**config.mk**
```make
export PLATFORM = sky130hd
export DESIGN_NAME = mem_stage
export DESIGN_NICKNAME = d
export VERILOG_FILES = /design/src/rtl/mem_stage_pkg.sv /design/src/rtl/mem_stage.sv
export SDC_FILE = /design/constraint.sdc
export NUM_CORES = 1
export LEC_CHECK = 0
export BUFFER_PORTS_ARGS = -buffer_cell sky130_fd_sc_hd__buf_2
export CORE_UTILIZATION = 55
export CTS_CLUSTER_DIAMETER = 100
export DETAILED_ROUTE_END_ITERATION = 8
export GPL_ROUTABILITY_DRIVEN = 1
export PLACE_DENSITY_LB_ADDON = 0.1
export SYNTH_ARGS = -nofsm -noshare
export SYNTH_HDL_FRONTEND = slang
export SYNTH_SLANG_ARGS = --single-unit
```
**constraint.sdc**
```tcl
create_clock -name clk -period 3.4 [get_ports clk]
set_clock_uncertainty 0.05 [all_clocks]
set_input_delay 0.34 -clock clk [delete_from_list [all_inputs] [get_ports clk]]
set_output_delay 0.34 -clock clk [all_outputs]
set_load 0.005 [all_outputs]
```
**src/rtl/mem_stage_pkg.sv**
```systemverilog
// Shared constants, opcode decode and FSM encoding for the MEM pipeline stage.
package mem_stage_pkg;

    localparam int unsigned DEFAULT_WIDTH   = 32;
    localparam int unsigned DEFAULT_TIMEOUT = 16;
    localparam int unsigned OP_W            = 6;

    localparam logic [OP_W-1:0] OP_LOAD  = 6'b100011;
    localparam logic [OP_W-1:0] OP_STORE = 6'b101011;

    typedef enum logic {
        ST_IDLE   = 1'b0,
        ST_ACCESS = 1'b1
    } state_t;

    // True for opcodes that touch data memory.
    function automatic logic is_mem_op(input logic [OP_W-1:0] op);
        return (op == OP_LOAD) || (op == OP_STORE);
    endfunction

    // True for the store opcode.
    function automatic logic is_store_op(input logic [OP_W-1:0] op);
        return op == OP_STORE;
    endfunction

endpackage : mem_stage_pkg

```
**src/rtl/mem_stage.sv**
```systemverilog
// MEM pipeline stage: passes ALU results through in one cycle, performs
// word-aligned loads/stores over a req/ack data-memory port with a bounded
// wait, and flags misaligned accesses and memory timeouts on err_out.
module mem_stage
    import mem_stage_pkg::*;
#(
    parameter int unsigned WIDTH   = DEFAULT_WIDTH,
    parameter int unsigned TIMEOUT = DEFAULT_TIMEOUT
) (
    input  logic               clk,
    input  logic               rst_n,

    input  logic               in_valid,
    output logic               in_ready,
    input  logic [WIDTH-1:0]   IR_in,
    input  logic [WIDTH-3:0]   PC_in,
    input  logic [WIDTH-1:0]   Z_in,
    input  logic [WIDTH-1:0]   Addr_in,

    output logic               dmem_req,
    output logic               dmem_we,
    output logic [WIDTH-1:0]   dmem_addr,
    output logic [WIDTH-1:0]   dmem_wdata,
    input  logic               dmem_ack,
    input  logic [WIDTH-1:0]   dmem_rdata,

    output logic               out_valid,
    output logic [WIDTH-1:0]   IR_out,
    output logic [WIDTH-3:0]   PC_out,
    output logic [WIDTH-1:0]   Res_out,
    output logic               err_out
);

    localparam int unsigned PC_W  = WIDTH - 2;
    localparam int unsigned CNT_W = $clog2(TIMEOUT + 1);
    localparam logic [CNT_W-1:0] CNT_LAST = CNT_W'(TIMEOUT - 1);

    state_t state_q;
    state_t state_next;

    logic [CNT_W-1:0] cnt_q;
    logic [CNT_W-1:0] cnt_d;

    // Instruction captured at accept, replayed to MEM_WB when the access ends.
    logic [WIDTH-1:0] ir_cap_q;
    logic [WIDTH-1:0] ir_cap_d;
    logic [PC_W-1:0]  pc_cap_q;
    logic [PC_W-1:0]  pc_cap_d;
    logic [WIDTH-1:0] z_cap_q;
    logic [WIDTH-1:0] z_cap_d;
    logic             store_cap_q;
    logic             store_cap_d;

    // Next values of the registered outputs.
    logic             req_d;
    logic             we_d;
    logic [WIDTH-1:0] addr_d;
    logic [WIDTH-1:0] wdata_d;
    logic             out_valid_d;
    logic [WIDTH-1:0] ir_out_d;
    logic [PC_W-1:0]  pc_out_d;
    logic [WIDTH-1:0] res_d;
    logic             err_d;

    // Decode of the incoming instruction.
    logic [OP_W-1:0] op_c;
    logic            mem_op_c;
    logic            store_op_c;
    logic            aligned_c;
    logic            accept_c;
    logic            timeout_c;

    assign op_c       = IR_in[WIDTH-1 -: OP_W];
    assign mem_op_c   = is_mem_op(op_c);
    assign store_op_c = is_store_op(op_c);
    assign aligned_c  = (Addr_in[1:0] == 2'b00);
    assign in_ready   = (state_q == ST_IDLE) && rst_n;
    assign accept_c   = in_valid && in_ready;
    assign timeout_c  = (cnt_q == CNT_LAST);

    // State register.
    always_ff @(posedge clk) begin
        if (!rst_n) begin
            state_q <= ST_IDLE;
        end else begin
            state_q <= state_next;
        end
    end

    // Next-state logic: only an aligned memory op leaves IDLE; ack or timeout returns.
    always_comb begin
        state_next = state_q;
        unique case (state_q)
            ST_IDLE: begin
                if (accept_c && mem_op_c && aligned_c) begin
                    state_next = ST_ACCESS;
                end
            end
            ST_ACCESS: begin
                if (dmem_ack || timeout_c) begin
                    state_next = ST_IDLE;
                end
            end
            default: state_next = ST_IDLE;
        endcase
    end

    // Output logic: next values for the memory request, wait counter and MEM_WB outputs.
    always_comb begin
        cnt_d       = cnt_q;
        ir_cap_d    = ir_cap_q;
        pc_cap_d    = pc_cap_q;
        z_cap_d     = z_cap_q;
        store_cap_d = store_cap_q;
        req_d       = dmem_req;
        we_d        = dmem_we;
        addr_d      = dmem_addr;
        wdata_d     = dmem_wdata;
        out_valid_d = 1'b0;
        ir_out_d    = IR_out;
        pc_out_d    = PC_out;
        res_d       = Res_out;
        err_d       = err_out;

        unique case (state_q)
            ST_IDLE: begin
                if (accept_c) begin
                    ir_cap_d    = IR_in;
                    pc_cap_d    = PC_in;
                    z_cap_d     = Z_in;
                    store_cap_d = store_op_c;
                    if (mem_op_c && aligned_c) begin
                        req_d   = 1'b1;
                        we_d    = store_op_c;
                        addr_d  = Addr_in;
                        wdata_d = Z_in;
                        cnt_d   = '0;
                    end else begin
                        // Non-memory pass-through, or misaligned access reported as an error.
                        out_valid_d = 1'b1;
                        ir_out_d    = IR_in;
                        pc_out_d    = PC_in;
                        err_d       = mem_op_c;
                        res_d       = mem_op_c ? '0 : Z_in;
                    end
                end
            end
            ST_ACCESS: begin
                if (dmem_ack) begin
                    // Ack wins over a coincident timeout.
                    req_d       = 1'b0;
                    we_d        = 1'b0;
                    out_valid_d = 1'b1;
                    ir_out_d    = ir_cap_q;
                    pc_out_d    = pc_cap_q;
                    err_d       = 1'b0;
                    res_d       = store_cap_q ? z_cap_q : dmem_rdata;
                end else if (timeout_c) begin
                    req_d       = 1'b0;
                    we_d        = 1'b0;
                    out_valid_d = 1'b1;
                    ir_out_d    = ir_cap_q;
                    pc_out_d    = pc_cap_q;
                    err_d       = 1'b1;
                    res_d       = '0;
                end else begin
                    cnt_d = cnt_q + CNT_W'(1);
                end
            end
            default: begin
                req_d = 1'b0;
                we_d  = 1'b0;
            end
        endcase
    end

    // Output and capture registers; reset clears everything, aborting any access.
    always_ff @(posedge clk) begin
        if (!rst_n) begin
            cnt_q       <= '0;
            ir_cap_q    <= '0;
            pc_cap_q    <= '0;
            z_cap_q     <= '0;
            store_cap_q <= 1'b0;
            dmem_req    <= 1'b0;
            dmem_we     <= 1'b0;
            dmem_addr   <= '0;
            dmem_wdata  <= '0;
            out_valid   <= 1'b0;
            IR_out      <= '0;
            PC_out      <= '0;
            Res_out     <= '0;
            err_out     <= 1'b0;
        end else begin
            cnt_q       <= cnt_d;
            ir_cap_q    <= ir_cap_d;
            pc_cap_q    <= pc_cap_d;
            z_cap_q     <= z_cap_d;
            store_cap_q <= store_cap_d;
            dmem_req    <= req_d;
            dmem_we     <= we_d;
            dmem_addr   <= addr_d;
            dmem_wdata  <= wdata_d;
            out_valid   <= out_valid_d;
            IR_out      <= ir_out_d;
            PC_out      <= pc_out_d;
            Res_out     <= res_d;
            err_out     <= err_d;
        end
    end

endmodule : mem_stage

```
==> results of run 1 <==
## state kept, by name, indices dropped and copies added, names as in the netlist, 5 cells and up
name and flops:
dmem_addr 32, Res_out 32, PC_out 30, z_cap_q 32, dmem_wdata 32, pc_cap_q 30
cnt_q 5, ir_cap_q 32, IR_out 32
## through the flow
stage / setup WS (ns) / total power, W
after global routing: 0.8522 / 0.006898
final: 1.008 / 0.006648
after detailed placement: 1.020 / 0.003952
after global placement: 1.086 / 0.003934
after floorplan: 1.342 / 0.003661
after CTS: 1.004 / 0.006692
## power groups by stage
stage                     clock network, W  logic [W]  registers, W
final                              0.00272   0.000630       0.00329
after global routing               0.00290   0.000694       0.00331
after CTS                          0.00277   0.000629       0.00329
after detailed placement                 0   0.000594       0.00336
after global placement                   0   0.000582       0.00335
after floorplan                          0   0.000304       0.00336
## worst max-delay path: cells and delay by family (launching register included)
family	cells	cell delay [ns]
buffers and inverters	2	1.09
flip-flops	1	0.46
AO/OA/AOI/OAI	1	0.18
AND/OR/NAND/NOR	2	0.41
## metal layers
| layer | GRT usage, % | vias to the layer above | share of wire [%] |
|---|---|---|---|
| met5 | 0 | - | 0 |
| met4 | 12.26 | 0 | 3.1 |
| met3 | 6.779 | 71 | 8.1 |
| met2 | 47.50 | 377 | 47 |
| met1 | 36.60 | 4628 | 41 |
| li1 | - | 4895 | - |
## cell usage after synthesis
master	number
a211oi_1	62
a21o_1	1
a21oi_1	196
a221o_1	1
a221oi_1	32
and3_1	2
buf_1	17
buf_2	21
buf_6	4
clkbuf_1	71
dfxtp_1	263
ha_1	2
inv_1	3
inv_2	1
mux2i_1	94
nand2_1	321
nand2b_1	1
nand3_1	4
nand3b_1	1
nand4_1	3
nand4b_1	1
nor2_1	71
nor2b_1	2
nor3_1	62
nor3_4	1
nor3b_1	1
nor4_1	1
o21ai_0	2
o31ai_1	3
or2_1	1
or3_1	1
or4_4	1
xor2_1	2
## repair_timing
action | 4_1_cts | 5_1_grt
gates resized for setup | 0 | 0
endpoints found under the hold margin | 36 | 0
hold buffers | 36 | 0
## final timing paths
kind / start / to / cells after the start
setup / recovery: state_q / IR_out[27] / 5
hold / removal: PC_in[16] / pc_cap_q[16] / 3
setup reg to reg: state_q / IR_out[27] / 5
hold reg to reg: dmem_addr[0] / dmem_addr[0] / 2
## layout make-up
type                       count  area, um^2  share of cell area [%]
antenna                        2       5.005                 0.03768
sequential                   263        5270                   39.68
multi-input combinational    869        4728                   35.60
clock inverter                 6       33.78                  0.2543
tap                          234       292.8                   2.204
clock buffer                  39       770.7                   5.803
inverter                       4       22.52                  0.1696
timing repair buffer         382        2160                   16.26
## kinds of logic after synthesis
group                    Yosys count  synth area share, %
multiplexers                      94                9.010
XOR/XNOR                           2               0.1678
AO/OA/AOI/OAI                    297                17.01
buffers and inverters            117                4.745
AND/OR/NAND/NOR                  474                18.40
adder cells (fa/ha/maj)            2               0.2396
flip-flops                       263                50.42
==> flow_summary_export.csv, run 1 <==
group,metric,value,unit
run_status,status,"completed",
layout,areaGrowthSynthToFinish,27.20,%
worst_setup_path,path_class,"reg -> reg",
clock_network,cts_tree,"built",
worst_hold_path,hold_class,"in -> reg",
clock_network,clock_sinks,263,
floorplanning,start_util,56.01,%
floorplanning,die_x,139.8,um
synth,yosysWarnings,0,
worst_setup_path,crit_chain,"buf_4, nor2b_4, or2_2, buf_4, a211oi_1",
layout,final_layout_size_suffix_gt1_share,25.34,%
timing,max_freq,418.0,MHz
route,first_iter_violations,701,
synth,syn_area,0.01044,mm^2
timing,finalHoldViolations,0,
power,p_int,0.005062,W
clock_network,cts_root_buf,"clkbuf_16",
global_route,grt_pass1_vias,9151,
timing,post-route-min-period,2.392,ns
clock_network,path_clk_slew,0.06,ns
clock_network,cts_buffers,27,
global_route,grt.total_usage,29.00,%
floorplanning,coreArea,0.01864,mm^2
worst_setup_path,required,3.71,ns
flow_run,maxCapViolations,0,
place,dp.final_hpwl,17.90,mm
layout,final_common_cell,"buf_2",
place,place.gp.congestion,0.8341,
synth,yosys.area.top_type_share,50.42,%
floorplanning,pin_count,325,
place,place_area,0.01211,mm^2
clock_network,htreeDepth,1,
worst_setup_path,crit_arrival,2.70,ns
power,power_leakage,5.502,nW
worst_setup_path,cpMaxStageDelayCell,"buf_4",
power,p_sw,0.001586,W
worst_setup_path,cpPeakStageDelay,0.57,ns
layout,fillCellCount,1550,
power,powerDensity,500.5,mW/mm^2
synth,ys_types,33,
route,drc,0,
timing,max-slew-margin-rel,25.87,%
floorplanning,dieArea,0.01954,mm^2
route,vias,9971,
floorplanning,num_rows,50,
worst_setup_path,cp-start-kind,"flop",
power,ir_drop,0.3545,mV
layout,layout_common_cells,"buf_2, nand2_1, dfxtp_1",
floorplanning,die_h,139.8,um
route,detail_route.first_pass.iterations,5,
timing,fin_setup_tns,0,ns
layout,final_cell_count_no_fill,1799,
synth,syn-num-nets,1413,
power,clock_power_share,41.0,%
worst_setup_path,critPathCaptureType,"flop",
route,wl_per_cell,16.41,um
layout,final_nets,1711,
synth,synth.avg_cell_area,8.361,um^2
power,seq_power_share,49.5,%
layout,utilization,71.25,%
synth,ys_top_cells_by_area,"dfxtp_1, nand2_1, a21oi_1",
layout,finalInstanceArea,0.01328,mm^2
worst_setup_path,cpMostUsedCell,"buf_4",
synth,yosysSeqAreaShare,50.42,%
timing,finalMaxSlewViolations,0,
synth,netlist_instances,1249,
worst_setup_path,crit_fanout,62,
clock_network,clk_latency,0.53,ns
place,placedCellCount,1716,
place,numPortBuffers,324,
global_route,grt_max_degree,128,
synth,ys_ff_latch,263,
synth,synth_top_area_cell,"dfxtp_1",
timing,fin_hold_ws,0.01051,ns
route,routed_wl,29.51,mm
route,viasPerCell,5.543,
clock_network,clk_path_buf_depth,3,
power,power_switching_share,23.85,%
power,combPwrFrac,9.5,%
clock_network,postCtsSetupBuffers,0,
timing,fin_crit_sh,70.36,%
global_route,antenna_found_initial,2,
route,antenna_left,0,
timing,setup_viol,0,
timing,rsz0062_at_grt,"false",
timing,worst_pin_slew,1.112,ns
worst_setup_path,ff2ff_setup_slack,1.01,ns
global_route,grt-ovfl-total,0,
global_route,grt_first_pass_wirelength,46.33,mm
No activity file was read; power rests on OpenSTA's default activity.
==> inputs of run 2 (changes only) <==
--- a/config.mk
+++ b/config.mk
@@ -5,8 +5,9 @@
 export SDC_FILE = /design/constraint.sdc
 export NUM_CORES = 1
 export LEC_CHECK = 0
+export ABC_AREA = 1
 export BUFFER_PORTS_ARGS = -buffer_cell sky130_fd_sc_hd__buf_2
-export CORE_UTILIZATION = 55
+export CORE_UTILIZATION = 52
 export CTS_CLUSTER_DIAMETER = 100
 export DETAILED_ROUTE_END_ITERATION = 8
 export GPL_ROUTABILITY_DRIVEN = 1
==> constraint.sdc (replaced) <==
create_clock -name clk -period 2.4 [get_ports clk]
set_clock_uncertainty 0.05 [all_clocks]
set_input_delay 0.24 -clock clk [delete_from_list [all_inputs] [get_ports clk]]
set_output_delay 0.24 -clock clk [all_outputs]
set_load 0.005 [all_outputs]
==> flow_summary_export.csv, run 2 <==
group,metric,value,unit
place,dp.final_hpwl,19.60,mm
worst_setup_path,crit_fanout,33,
synth,ys_types,22,
route,wl_per_cell,15.36,um
layout,fillCellCount,1613,
clock_network,postCtsHoldBufs,126,
floorplanning,start_util,53.57,%
timing,setup_viol,0,
synth,synth_top_area_cell,"dfxtp_1",
worst_setup_path,path_class,"in -> reg",
power,powerDensity,687.8,mW/mm^2
route,routed_wl,34.02,mm
clock_network,path_clk_slew,0.06,ns
layout,final_common_cell,"nand2_1",
layout,layout_common_cells,"nand2_1, buf_2, dfxtp_1",
timing,max_freq,494.1,MHz
power,ir_drop,0.5515,mV
route,antenna_left,0,
global_route,grt_pass1_vias,10750,
place,numPortBuffers,324,
timing,max-slew-margin-rel,36.47,%
clock_network,htreeDepth,1,
worst_setup_path,critPathCaptureType,"flop",
global_route,use_met3,5.466,%
global_route,grt.total_usage,30.06,%
timing,finalMaxSlewViolations,0,
clock_network,clock_sinks,263,
synth,yosys.area.top_type_share,47.96,%
clock_network,cts_resized,0,
route,vias,11500,
layout,finalInstanceArea,0.01503,mm^2
floorplanning,num_rows,52,
synth,synth.most_common_cell,"nand2_1",
clock_network,cts_tree,"built",
floorplanning,dieArea,0.02170,mm^2
timing,fin_hold_ws,0.01536,ns
layout,multiInputGateArea,0.004857,mm^2
clock_network,clk_latency,0.53,ns
power,power_leakage,7.107,nW
synth,syn-num-nets,1700,
timing,rsz0062_at_grt,"false",
clock_network,cts_buffers,28,
worst_setup_path,crit_arrival,2.44,ns
worst_setup_path,ff2ff_setup_slack,0.41,ns
global_route,met1_usage,36.96,%
place,place_area,0.01276,mm^2
global_route,grt_first_pass_wirelength,53.22,mm
run_status,status,"completed",
place,place.gp.congestion,0.8139,
floorplanning,pin_count,325,
worst_hold_path,hold_class,"in -> reg",
layout,final_layout_size_suffix_gt1_share,20.91,%
worst_setup_path,r2r_start,"cnt_q[0]",
clock_network,cts_root_buf,"clkbuf_16",
worst_hold_path,whs_endpoint,"Res_out[8]",
route,first_iter_violations,763,
timing,fin_setup_tns,0,ns
floorplanning,die_x,147.3,um
clock_network,postCtsSetupBuffers,0,
synth,synth_edf_count,0,
global_route,use_met2,50.40,%
synth,yosysWarnings,0,
synth,netlist_instances,1536,
synth,synth_flop_cell,"dfxtp_1",
timing,finalHoldViolations,0,
worst_setup_path,required,2.82,ns
timing,worst_pin_slew,0.9529,ns
synth,synth_common_cells,"nand2_1, dfxtp_1, a21oi_1",
synth,syn_area,0.01098,mm^2
global_route,grt_max_degree,188,
synth,yosysSeqAreaShare,47.96,%
synth,synth.avg_cell_area,7.147,um^2
synth,ys_top_cells_by_area,"dfxtp_1, nand2_1, a21oi_1",
route,viasPerCell,5.193,
worst_setup_path,cp-start-kind,"input pin",
global_route,grt-ovfl-total,0,
timing,post-route-min-period,2.024,ns
worst_hold_path,worstHoldStart,"dmem_rdata[8]",
global_route,antenna_found_initial,9,
synth,async_reset_ff_share,0,%
layout,areaGrowthSynthToFinish,36.95,%
layout,final_nets,2081,
floorplanning,die_h,147.3,um
worst_setup_path,r2r_end,"IR_out[14]",
worst_setup_path,rr_worst_depth,10,
layout,ff_latch_area,0.005266,mm^2
clock_network,clk_path_buf_depth,3,
synth,ys_ff_latch,263,
flow_run,maxCapViolations,0,
route,drc,0,
global_route,grt-busiest-layer,"met2",
floorplanning,coreArea,0.02049,mm^2
timing,fin_crit_sh,84.33,%
route,detail_route.first_pass.iterations,5,
worst_hold_path,holdPathStages,5,
[run 2: cell types whose count changed in the layout (fill, tap and decap cells not counted), sizes merged, moves of 63 or more]
cell / delta
nand3b: +82
inv: +102
dlygate4sd3: +90
mux2i: -94
nor2: +108
o21ai: +189
nor3: -63
[run 2: power breakdown]
group	switching [W]	total, W	internal (W)	leakage (nW)
combinational	0.000592	0.00112	0.000526	4.47
clock	0.00178	0.00457	0.00279	0.479
sequential	0.0000725	0.00465	0.00458	2.16
[run 2: cell type report]
cell class                      instances  share of cell area [%]
Clock buffer                           40                   5.701
Timing Repair Buffer                  470                   21.02
Inverter                              107                   2.680
Sequential cell                       263                   35.03
Multi-Input combinational cell       1047                   32.31
Antenna cell                            7                  0.1165
Clock inverter                         10                  0.8988
Tap cell                              270                   2.247
[run 2: per-stage QoR]
stage / setup slack (ns) / utilization, % / cells / power (W)
2_1_floorplan: 0.4175 / - / 1536 / 0.005269
3_3_place_gp: 0.4944 / 62.28 / 2031 / 0.005647
4_1_cts: 0.3985 / 73.27 / 2207 / 0.01037
6_report: 0.3761 / 73.36 / 2214 / 0.01034
3_5_place_dp: 0.4389 / 62.28 / 2031 / 0.005670
5_1_grt: 0.2136 / 73.33 / 2212 / 0.01071
[run 2: metal layers]
metal  wire (um)  part of all wire [%]
met4        1420                   4.2
met3        2172                   6.4
met2       16450                    48
met1       13940                    41
met5          35                  0.10
[run 2: cell families (layout without fill, tap and decap cells)]
family          count (synthesis)  count (layout)  synth area share [%]
buf+inv                       226             627                 8.092
other cells                     0               7                     0
flops                         263             263                 47.96
simple gates                  650             650                 25.60
xor+xnor                        1               1               0.07980
fa+ha+maj                       2               2                0.2279
compound gates                394             394                 18.04
[run 2: how the worst max path moves through the flow]
stage,from,to
finish,IR_in[28],IR_out[14]
global route,IR_in[30],IR_out[14]
CTS,IR_in[30],IR_out[14]
detailed placement,IR_in[30],IR_out[6]
global placement,IR_in[30],IR_out[2]
floorplan,cnt_q[0],IR_out[0]
[run 2: worst max-delay path, stage by stage]
cell and delay (ns):
dlygate4sd3_1 0.55, buf_2 0.13, inv_1 0.08, nand3_1 0.07, nor2_1 0.25, nand2_1 0.17, nand2_4 0.19, nand2_2 0.08
inv_2 0.08, buf_4 0.38, nor2_1 0.10, nor2_1 0.12
